===== config.mk =====
export PLATFORM = sky130hd
export DESIGN_NAME = md_unit_flat
export DESIGN_NICKNAME = d
export VERILOG_FILES = /design/src/rtl/md_pkg.sv /design/src/rtl/md_unit_if.sv /design/src/rtl/md_div_core.sv /design/src/rtl/md_unit.sv /design/src/flat_wrapper.sv
export SDC_FILE = /design/constraint.sdc
export NUM_CORES = 2
export LEC_CHECK = 0
export CORE_MARGIN = 3
export CORE_UTILIZATION = 50
export CTS_BUF_LIST = sky130_fd_sc_hd__clkbuf_4
export CTS_CLUSTER_DIAMETER = 30
export DETAILED_ROUTE_END_ITERATION = 7
export HOLD_SLACK_MARGIN = 0.03
export PLACE_DENSITY_LB_ADDON = 0.1
export SYNTH_ARGS = -nofsm -noshare
export SYNTH_HDL_FRONTEND = slang
export SYNTH_SLANG_ARGS = --single-unit

===== constraint.sdc =====
create_clock -name clock -period 9.28 [get_ports clock]
set_input_delay 0.928 -clock clock [delete_from_list [all_inputs] [get_ports clock]]
set_output_delay 0.928 -clock clock [all_outputs]
set_load 0.01 [all_outputs]

===== src/rtl/md_pkg.sv =====
// md_pkg: shared MD opcode/state encodings and default width for md_unit.
package md_pkg;
  localparam int MD_WIDTH = 32;
  typedef enum logic [2:0] {
    MD_NONE, MD_MULT, MD_MULTU, MD_DIV, MD_DIVU, MD_MTHI, MD_MTLO, MD_RSVD
  } md_op_e;
  typedef enum logic [1:0] {IDLE, MUL, DIV, FIX} md_state_e;
endpackage


===== src/rtl/md_unit_if.sv =====
// md_unit_if: request/result bundle for md_unit.
//   master drives Start/Md_op/Operand_a/Operand_b/Flush,
//   slave drives Busy/Done/Hi_data/Lo_data/Divide_zero.
interface md_unit_if import md_pkg::*; #(parameter int DATA_WIDTH = MD_WIDTH);
  logic                  Start;
  logic [2:0]            Md_op;
  logic [DATA_WIDTH-1:0] Operand_a;
  logic [DATA_WIDTH-1:0] Operand_b;
  logic                  Flush;
  logic                  Busy;
  logic                  Done;
  logic [DATA_WIDTH-1:0] Hi_data;
  logic [DATA_WIDTH-1:0] Lo_data;
  logic                  Divide_zero;
  modport master (output Start, Md_op, Operand_a, Operand_b, Flush,
                  input  Busy, Done, Hi_data, Lo_data, Divide_zero);
  modport slave  (input  Start, Md_op, Operand_a, Operand_b, Flush,
                  output Busy, Done, Hi_data, Lo_data, Divide_zero);
endinterface


===== src/rtl/md_div_core.sv =====
// md_div_core: iterative unsigned restoring divider, one quotient bit per step.
//   start loads dividend/divisor, step performs one shift-subtract,
//   last flags the step that produces the final quotient bit.
module md_div_core import md_pkg::*; #(
  parameter int W = MD_WIDTH
) (
  input  logic         clock,
  input  logic         reset,
  input  logic         start,
  input  logic         step,
  input  logic [W-1:0] dividend,
  input  logic [W-1:0] divisor,
  output logic         last,
  output logic [W-1:0] quotient,
  output logic [W-1:0] remainder
);
  localparam int CW = $clog2(W);
  logic [CW-1:0] cnt;
  logic [W-1:0]  d;
  logic [W:0]    trial;
  // Partial remainder stays below the divisor, so W+1 bits hold the signed difference.
  assign trial = {remainder, quotient[W-1]} - {1'b0, d};
  assign last  = cnt == CW'(W - 1);
  always_ff @(posedge clock)
    if (reset) begin
      cnt       <= '0;
      d         <= '0;
      quotient  <= '0;
      remainder <= '0;
    end else if (start) begin
      cnt       <= '0;
      d         <= divisor;
      quotient  <= dividend;
      remainder <= '0;
    end else if (step) begin
      cnt       <= cnt + 1'b1;
      quotient  <= {quotient[W-2:0], ~trial[W]};
      remainder <= trial[W] ? {remainder[W-2:0], quotient[W-1]} : trial[W-1:0];
    end
endmodule


===== src/rtl/md_unit.sv =====
// md_unit: multiply/divide execute unit with private HI/LO registers.
//   clock/reset: system clock, synchronous active-high reset.
//   bus (slave): Start/Md_op/Operand_a/Operand_b/Flush in; Busy/Done/Hi_data/Lo_data/Divide_zero out.
//   MD_UNIT_DIV_ZERO_TRAP_EN: when defined, a zero divisor pulses Divide_zero instead of dividing.
module md_unit import md_pkg::*; #(
  parameter int                    DATA_WIDTH = MD_WIDTH,
  parameter logic [DATA_WIDTH-1:0] HILO_RESET = '0
) (
  input  logic       clock,
  input  logic       reset,
  md_unit_if.slave   bus
);
  localparam int W = DATA_WIDTH;
  md_state_e      state, state_n;
  md_op_e         op;
  logic           accept, is_mul, is_div, signed_op, div_trap, div_start, last;
  logic           sgn, q_neg, r_neg;
  logic [W-1:0]   a_q, b_q, hi, lo, quo, rem, mag_a, mag_b;
  logic [2*W-1:0] ax, bx, prod;
  assign op        = md_op_e'(bus.Md_op);
  assign is_mul    = op == MD_MULT || op == MD_MULTU;
  assign is_div    = op == MD_DIV || op == MD_DIVU;
  assign signed_op = op == MD_MULT || op == MD_DIV;
  assign bus.Busy  = state != IDLE;
  assign accept    = bus.Start && !bus.Busy && !bus.Flush;
  assign div_start = accept && is_div && !div_trap;
  assign bus.Done  = (state == MUL || state == FIX) && !bus.Flush;
  assign bus.Hi_data = hi;
  assign bus.Lo_data = lo;
  assign mag_a = signed_op && bus.Operand_a[W-1] ? -bus.Operand_a : bus.Operand_a;
  assign mag_b = signed_op && bus.Operand_b[W-1] ? -bus.Operand_b : bus.Operand_b;
  // Extending both operands to 2W bits lets one unsigned multiplier serve mult and multu.
  assign ax   = {{W{sgn && a_q[W-1]}}, a_q};
  assign bx   = {{W{sgn && b_q[W-1]}}, b_q};
  assign prod = ax * bx;
`ifdef MD_UNIT_DIV_ZERO_TRAP_EN
  logic dz;
  assign div_trap = is_div && bus.Operand_b == '0;
  assign bus.Divide_zero = dz;
  always_ff @(posedge clock)
    dz <= reset ? 1'b0 : accept && div_trap;
`else
  assign div_trap = 1'b0;
  assign bus.Divide_zero = 1'b0;
`endif
  md_div_core #(.W(W)) u_div (
    .clock(clock),
    .reset(reset),
    .start(div_start),
    .step(state == DIV),
    .dividend(mag_a),
    .divisor(mag_b),
    .last(last),
    .quotient(quo),
    .remainder(rem)
  );
  always_comb begin
    state_n = state;
    case (state)
      IDLE:    state_n = accept && is_mul ? MUL : div_start ? DIV : IDLE;
      MUL:     state_n = IDLE;
      DIV:     state_n = last ? FIX : DIV;
      default: state_n = IDLE;
    endcase
    if (bus.Flush) state_n = IDLE;
  end
  always_ff @(posedge clock)
    if (reset) begin
      state <= IDLE;
      hi    <= HILO_RESET;
      lo    <= HILO_RESET;
      a_q   <= '0;
      b_q   <= '0;
      sgn   <= 1'b0;
      q_neg <= 1'b0;
      r_neg <= 1'b0;
    end else begin
      state <= state_n;
      if (accept) begin
        a_q   <= bus.Operand_a;
        b_q   <= bus.Operand_b;
        sgn   <= signed_op;
        q_neg <= op == MD_DIV && (bus.Operand_a[W-1] ^ bus.Operand_b[W-1]);
        r_neg <= op == MD_DIV && bus.Operand_a[W-1];
      end
      if (accept && op == MD_MTHI) hi <= bus.Operand_a;
      if (accept && op == MD_MTLO) lo <= bus.Operand_a;
      if (bus.Done) {hi, lo} <= state == MUL ? prod : {r_neg ? -rem : rem, q_neg ? -quo : quo};
    end
endmodule


===== src/flat_wrapper.sv =====
// flat-port wrapper written by rule: the top's interface ports become plain ports
module md_unit_flat import md_pkg::*;
#(
  parameter int                    DATA_WIDTH = MD_WIDTH,
  parameter logic [DATA_WIDTH-1:0] HILO_RESET = '0
)
  (clock, reset, bus_Start, bus_Md_op, bus_Operand_a, bus_Operand_b, bus_Flush, bus_Busy, bus_Done, bus_Hi_data, bus_Lo_data, bus_Divide_zero);
  md_unit_if #(.DATA_WIDTH(DATA_WIDTH)) bus_i ();
  input  logic clock;
  input  logic reset;
  input wire logic [$bits(bus_i.Start)-1:0] bus_Start;
  input wire logic [$bits(bus_i.Md_op)-1:0] bus_Md_op;
  input wire logic [$bits(bus_i.Operand_a)-1:0] bus_Operand_a;
  input wire logic [$bits(bus_i.Operand_b)-1:0] bus_Operand_b;
  input wire logic [$bits(bus_i.Flush)-1:0] bus_Flush;
  output wire logic [$bits(bus_i.Busy)-1:0] bus_Busy;
  output wire logic [$bits(bus_i.Done)-1:0] bus_Done;
  output wire logic [$bits(bus_i.Hi_data)-1:0] bus_Hi_data;
  output wire logic [$bits(bus_i.Lo_data)-1:0] bus_Lo_data;
  output wire logic [$bits(bus_i.Divide_zero)-1:0] bus_Divide_zero;
  assign bus_i.Start = bus_Start;
  assign bus_i.Md_op = bus_Md_op;
  assign bus_i.Operand_a = bus_Operand_a;
  assign bus_i.Operand_b = bus_Operand_b;
  assign bus_i.Flush = bus_Flush;
  assign bus_Busy = bus_i.Busy;
  assign bus_Done = bus_i.Done;
  assign bus_Hi_data = bus_i.Hi_data;
  assign bus_Lo_data = bus_i.Lo_data;
  assign bus_Divide_zero = bus_i.Divide_zero;
  md_unit #(.DATA_WIDTH(DATA_WIDTH), .HILO_RESET(HILO_RESET)) u_core (.clock(clock), .reset(reset), .bus(bus_i));
endmodule

# ---- After elaboration in Yosys (flattened, before gate mapping)
# Index checks and enable logic that the tools add are counted.
dict set report totals {
  register_bits 234
  latch_bits 0
  ram_bits 0
  mem_bits_ro 0
  output_inout_bits 67
  wordCells 73
  memories 0
}
dict set report classes {
  add_sub_neg 6
  mul 1
  div_mod_pow 0
  order_cmp 0
  eq_ne 10
  n_shift 0
  muxes 16
  bitwise_logic 2
  n_reduce_logical 26
}
# cell count
set op_table {}
lappend op_table {{two-way mux 32 bit} 11}
lappend op_table {{negator 32 bit} 4}
lappend op_table {{multiplier 33 x 33 -> 64 bit} 1}
lappend op_table {{two-way mux 64 bit} 1}
lappend op_table {{subtractor 33 x 32 -> 33 bit} 1}
lappend op_table {{logical AND 1 bit} 13}
lappend op_table {{== test 3 bit (second input constant)} 3}
lappend op_table {{nonzero test 2 bit} 4}
lappend op_table {{== test 3 x 2 -> 1 bit (second input constant)} 2}
lappend op_table {{adder 5 x 1 -> 5 bit (second input constant)} 1}
lappend op_table {{== test 5 bit (second input constant)} 1}
lappend op_table {{== test 2 bit (second input constant)} 2}
lappend op_table {{logical OR 1 bit} 4}
lappend op_table {{two-way mux 2 bit} 2}
lappend op_table {{case mux 2 bit (2 select lines)} 1}
lappend op_table {{OR reduction 2 bit} 2}
lappend op_table {{== test 3 x 1 -> 1 bit (second input constant)} 1}
lappend op_table {{== test 2 x 1 -> 1 bit (second input constant)} 1}
lappend op_table {{zero test 1 bit} 2}
lappend op_table {{zero test 2 bit} 1}
lappend op_table {{two-way mux 1 bit} 1}
lappend op_table {{NOT 1 bit} 1}
lappend op_table {{XOR 1 bit} 1}

# ---- Logic depth before layout (Yosys ltp)
dict set report logic_depth {
  ltp_word 8
  ltp_mapped 30
}

# ---- Cells and area by module
# A second synthesis with hierarchy kept.
dict set report hier_totals {
  hier_cells 6117
  area_unflattened_um2 52238.9
}
# module n_inst cells_per_inst area_per_inst_um2
set by_module_without_submodules {}
lappend by_module_without_submodules {md_unit 1 5346 46134.2}
lappend by_module_without_submodules {md_div_core 1 771 6104.6}

# ---- Worst setup path after synthesis
# OpenSTA, ideal clock, no wires.
dict set report synth_path {
  path_kind {reg-to-reg}
  start {register u_core.a_q[31]}
  end {register u_core.hi[26], in the netlist u_core.bus.Hi_data[26]}
  setup_time_ns 0.132
  arrival_time_ns 8.090
  path_slack_ns 1.058
  path_stages_with_launch 30
  n_path_buf 2
  cell_sequence {dfxtp_1 clkbuf_1 and2_1 clkbuf_1 nand2_1 inv_1 fa_1 inv_1 fa_1 inv_1 fa_1 fa_1 inv_1 fa_1 inv_1 fa_1 inv_1 fa_1 fa_1 inv_1 ha_1 nand4_1 inv_1 nand3_1 or4_1 o32ai_1 o41a_1 nor2_1 a2111oi_0 a21oi_1}
}
dict set report synth_between {
  elab_chain_cells 4
}
# element line_no
set synth_lines {}
lappend synth_lines {{from (decl)} md_unit.sv:18} ;# logic [W-1:0] a_q, b_q, hi, lo, quo, rem, mag_a, mag_b;
lappend synth_lines {{from (signal assigned)} md_unit.sv:80} ;# a_q <= bus.Operand_a;
lappend synth_lines {{logical AND 1 bit} md_unit.sv:33} ;# assign ax = {{W{sgn && a_q[W-1]}}, a_q};
lappend synth_lines {{multiplier 33 x 33 -> 64 bit *} md_unit.sv:35} ;# assign prod = ax * bx;
lappend synth_lines {{two-way mux 64 bit *} md_unit.sv:88} ;# if (bus.Done) {hi, lo} <= state == MUL ? prod : {r_neg ? -rem : rem, q_neg ? -quo : quo};
lappend synth_lines {{two-way mux 32 bit *} md_unit.sv:88}
lappend synth_lines {{to (signal assigned)} md_unit.sv:86} ;# if (accept && op == MD_MTHI) hi <= bus.Operand_a;
lappend synth_lines {{to (signal assigned)} md_unit.sv:88}
lappend synth_lines {{to (decl)} md_unit.sv:18}
# Every way passes the cells marked *; elsewhere a longest branch is shown, timed or not.
# A chain may end at the register's enable or synchronous reset.

# ---- Final worst setup path
dict set report layout_path {
  start {register u_core.b_q[3]}
  end {register u_core.hi[25], in the netlist u_core.bus.Hi_data[25]}
}
dict set report layout_between {
  elab_chain_cells 3
}
# element line_no
set layout_lines {}
lappend layout_lines {{from (decl)} md_unit.sv:18}
lappend layout_lines {{from (signal assigned)} md_unit.sv:81} ;# b_q <= bus.Operand_b;
lappend layout_lines {{multiplier 33 x 33 -> 64 bit} md_unit.sv:35}
lappend layout_lines {{two-way mux 64 bit} md_unit.sv:88}
lappend layout_lines {{two-way mux 32 bit} md_unit.sv:88}
# Every way passes these cells.

==> metrics.txt <==
die width 327 microns; EDFF count, synth 0; Crit Path Max Fanout 11; Die Y about 330 microns; initial drt markers 3042; crit end category register; synth unique cells 84; synthesized flop and latch total 234; vias 40500; pwr dens 63.2 nW/um^2; worst min-delay path class reg2reg; Final period util 95.3%; leak pwr roughly 0.026 uW; Placer Congestion 0.899; GRT busiest layer met2; drt drc 0; Worst EP required 10.01 ns; share of cells above drive strength 1 4.99%; CTS H-tree lvls 3; register area share after synthesis 9.07%; grt ovf 0; first-pass GRT wire length 243000 microns; nets approximately 7300; WL/cell 20.8 microns; vias in the first global route 42100; antenna viol nets, final 0; pre-CTS worst setup slack 0.0164 ns; synthesized area approximately 52000 sq um; Die ar. 107000 sq um; I/O Buffers 136; CTS clk-pin slew, worst paths 0.06 ns; final hold vios 0; RSZ-0062 raised after global routing no; GRT Total Usage 29.1%; Initial Util 50.5%; total CTS buffers 72; initial antenna violation count 4; relative slew slack approximately a fifth; met1 global-route usage between 30% and 40%; asr flop ratio synth 0%; Layout Skew 0.0874 ns; post-route setup slack between 0.4 and 0.5 ns; Setup-failing EPs final 0; Syn Inst Count 5928; Placeable Area 102000 sq um; Fillers 9783; syn_nets 7375; max_cap viols 0; setup TNS 0 ns; worst setup path class reg2reg; CTS tree built; clock sinks 234; DRT Wirelength about 150000 microns; Synth Flop Type dfxtp_1; Cell Rows 117; maximum clock path buffer count 3; root buffer cell clkbuf_4; crit path DAT between 9 and 10 ns; I/O pin count 138; clk_lat worst skew about 0.82 ns; GRT met2 Usage 49.7%; Fmax ~110 MHz; largest net degree at the start of global routing 117; startpoint types register; Hold Path Cell Cnt 2; average vias per placed instance 5.53; Area Overhead vs Synth 7.12%; status finished, final reports clean; crit path time final 8.84 ns; DR pass1 iterations 6; Worst-Margin Slew between 1 and 1.5 ns; average cell area after synthesis 8.71 sq um; met3 usage 3.07%; yosys warns 0; Final Max Tran Viols 0; R2R cell count 27; Post-DP HPWL 125000 microns; Worst VDD drop 0.109 mV
-- final timing paths --
check	startpoint	to	slack [ns]
setup / recovery	u_core.b_q[3]	u_core.bus.Hi_data[25]	0.44
hold / removal	u_core.u_div.cnt[4]	u_core.u_div.cnt[4]	0.46
setup reg to reg	u_core.b_q[3]	u_core.bus.Hi_data[25]	0.44
hold reg to reg	u_core.u_div.cnt[4]	u_core.u_div.cnt[4]	0.46
-- placed cells by master (no fill, tap or decap), types with 23 or more instances in the layout --
master / n
inv_1: 1161
fa_1: 1125
nand2_1: 980
and2_1: 363
a21oi_1: 279
ha_1: 250
dfxtp_1: 220
nor2_1: 162
clkdlybuf4s50_1: 135
buf_4: 125
xnor2_1: 114
o21ai_0: 110
clkbuf_4: 99
xor2_1: 97
a21o_1: 64
a211oi_1: 56
and3_1: 52
a22oi_1: 50
mux2i_1: 43
o31ai_1: 35
nand3_1: 29
nor3_1: 28
nor2b_1: 23
-- power breakdown --
group	switching (uW)	total, uW	internal, uW	leakage (uW)
registers	73.3	1110	1030	0.00190
logic	806	1280	474	0.0236
clock network	503	1110	607	0.000572
total	1380	3500	2110	0.0261
-- sequential cells by signal, indices dropped and copies added (netlist names) --
signal,flops
u_core.a_q,32
u_core.b_q,32
u_core.bus.Hi_data,32
u_core.bus.Lo_data,32
u_core.u_div.d,32
u_core.u_div.quotient,32
u_core.u_div.remainder,32
u_core.u_div.cnt,5
u_core.state,2
u_core.q_neg,1
u_core.r_neg,1
u_core.sgn,1
-- repair_timing --
action                                  4_1_cts  5_1_grt
resized for setup                             2       15
buffers inserted                              0        0
hold buffers                                  0        0
endpoints found under the setup margin        1        8
-- layout make-up --
cell class,instances,area (sq um),area share [%]
sequential,234,4700,8.50
antenna,6,15.0,0.0272
timing repair buffer,265,2380,4.31
clock buffer,99,743,1.34
clock inverter,27,223,0.403
multi-input combinational,4164,41200,74.4
tap,1368,1710,3.10
inverter,1161,4360,7.88
-- layer usage --
metal | share of wire [%] | up-vias | routed length [microns]
met1 | 41 | 20800 | 62800
met4 | 3.6 | 2 | 5520
met5 | 0.0085 | - | 13
li1 | - | 18100 | -
met2 | 50 | 1307 | 76100
met3 | 5.3 | 285 | 8030
-- cell usage after synthesis (9+ instances only) --
library cell / n / area [sq um]
a211oi_1: 57 / 428
a21o_1: 64 / 480
a21oi_1: 279 / 1400
a221oi_1: 22 / 193
a22oi_1: 50 / 375
a311oi_1: 9 / 78.8
a31oi_1: 14 / 87.6
and2_1: 363 / 2270
and3_1: 52 / 325
clkbuf_1: 344 / 1290
dfxtp_1: 234 / 4680
fa_1: 1126 / 22500
ha_1: 250 / 3130
inv_1: 1161 / 4360
mux2i_1: 43 / 430
nand2_1: 980 / 3680
nand2b_1: 13 / 81.3
nand3_1: 29 / 145
nand4_1: 16 / 100
nor2_1: 163 / 612
nor2b_1: 24 / 150
nor3_1: 28 / 140
nor4_1: 22 / 138
o211ai_1: 20 / 150
o21a_1: 13 / 97.6
o21ai_0: 110 / 551
o21bai_1: 12 / 90.1
o22ai_1: 19 / 119
o31ai_1: 35 / 263
o41ai_1: 14 / 123
or2_2: 10 / 62.6
or3_1: 18 / 113
or4_1: 11 / 82.6
xnor2_1: 114 / 998
xor2_1: 97 / 850
-- kinds of logic (layout without fill, tap and decap cells) --
logic type / Yosys count / after routing / synth area share [%]
simple gates: 1759 / 1759 / 15.9
buf+inv: 1530 / 1552 / 11.3
fa+ha+maj: 1376 / 1376 / 49.7
compound gates: 772 / 772 / 9.57
flops: 234 / 234 / 9.07
xor+xnor: 212 / 212 / 3.61
mux: 44 / 44 / 0.856
other cells: 1 / 7 / 0.00726
-- worst max-delay path, stage by stage, from the launching register on --
cell       delay, ns
dfxtp_1         0.75
buf_4           0.28
nand2_1         0.09
fa_1            0.52
fa_1            0.49
inv_1           0.05
fa_1            0.48
inv_1           0.07
fa_1            0.51
fa_1            0.51
inv_1           0.05
fa_1            0.52
fa_1            0.50
inv_1           0.05
fa_1            0.51
inv_1           0.05
ha_1            0.43
and3_1          0.26
nand3_1         0.09
a211oi_1        0.26
a211oi_2        0.15
a2111oi_1       0.59
buf_4           0.23
o2111ai_1       0.17
a31oi_1         0.42
a41oi_1         0.20
or4_1           0.42
o211ai_1        0.11
-- metrics by stage --
stage / util, % / hold WS [ns] / cell area (sq um) / std cells / power (uW)
after floorplan: - / 0.432 / 51600 / 5928 / 1930
after global placement: 53.1 / 0.445 / 54300 / 7192 / 2390
after detailed placement: 53.1 / 0.459 / 54300 / 7192 / 2400
after CTS: 54.1 / 0.468 / 55300 / 7318 / 3520
after global routing: 54.1 / 0.491 / 55300 / 7322 / 3710
final: 54.1 / 0.463 / 55300 / 7324 / 3500
No activity file was read; power rests on OpenSTA's default activity.
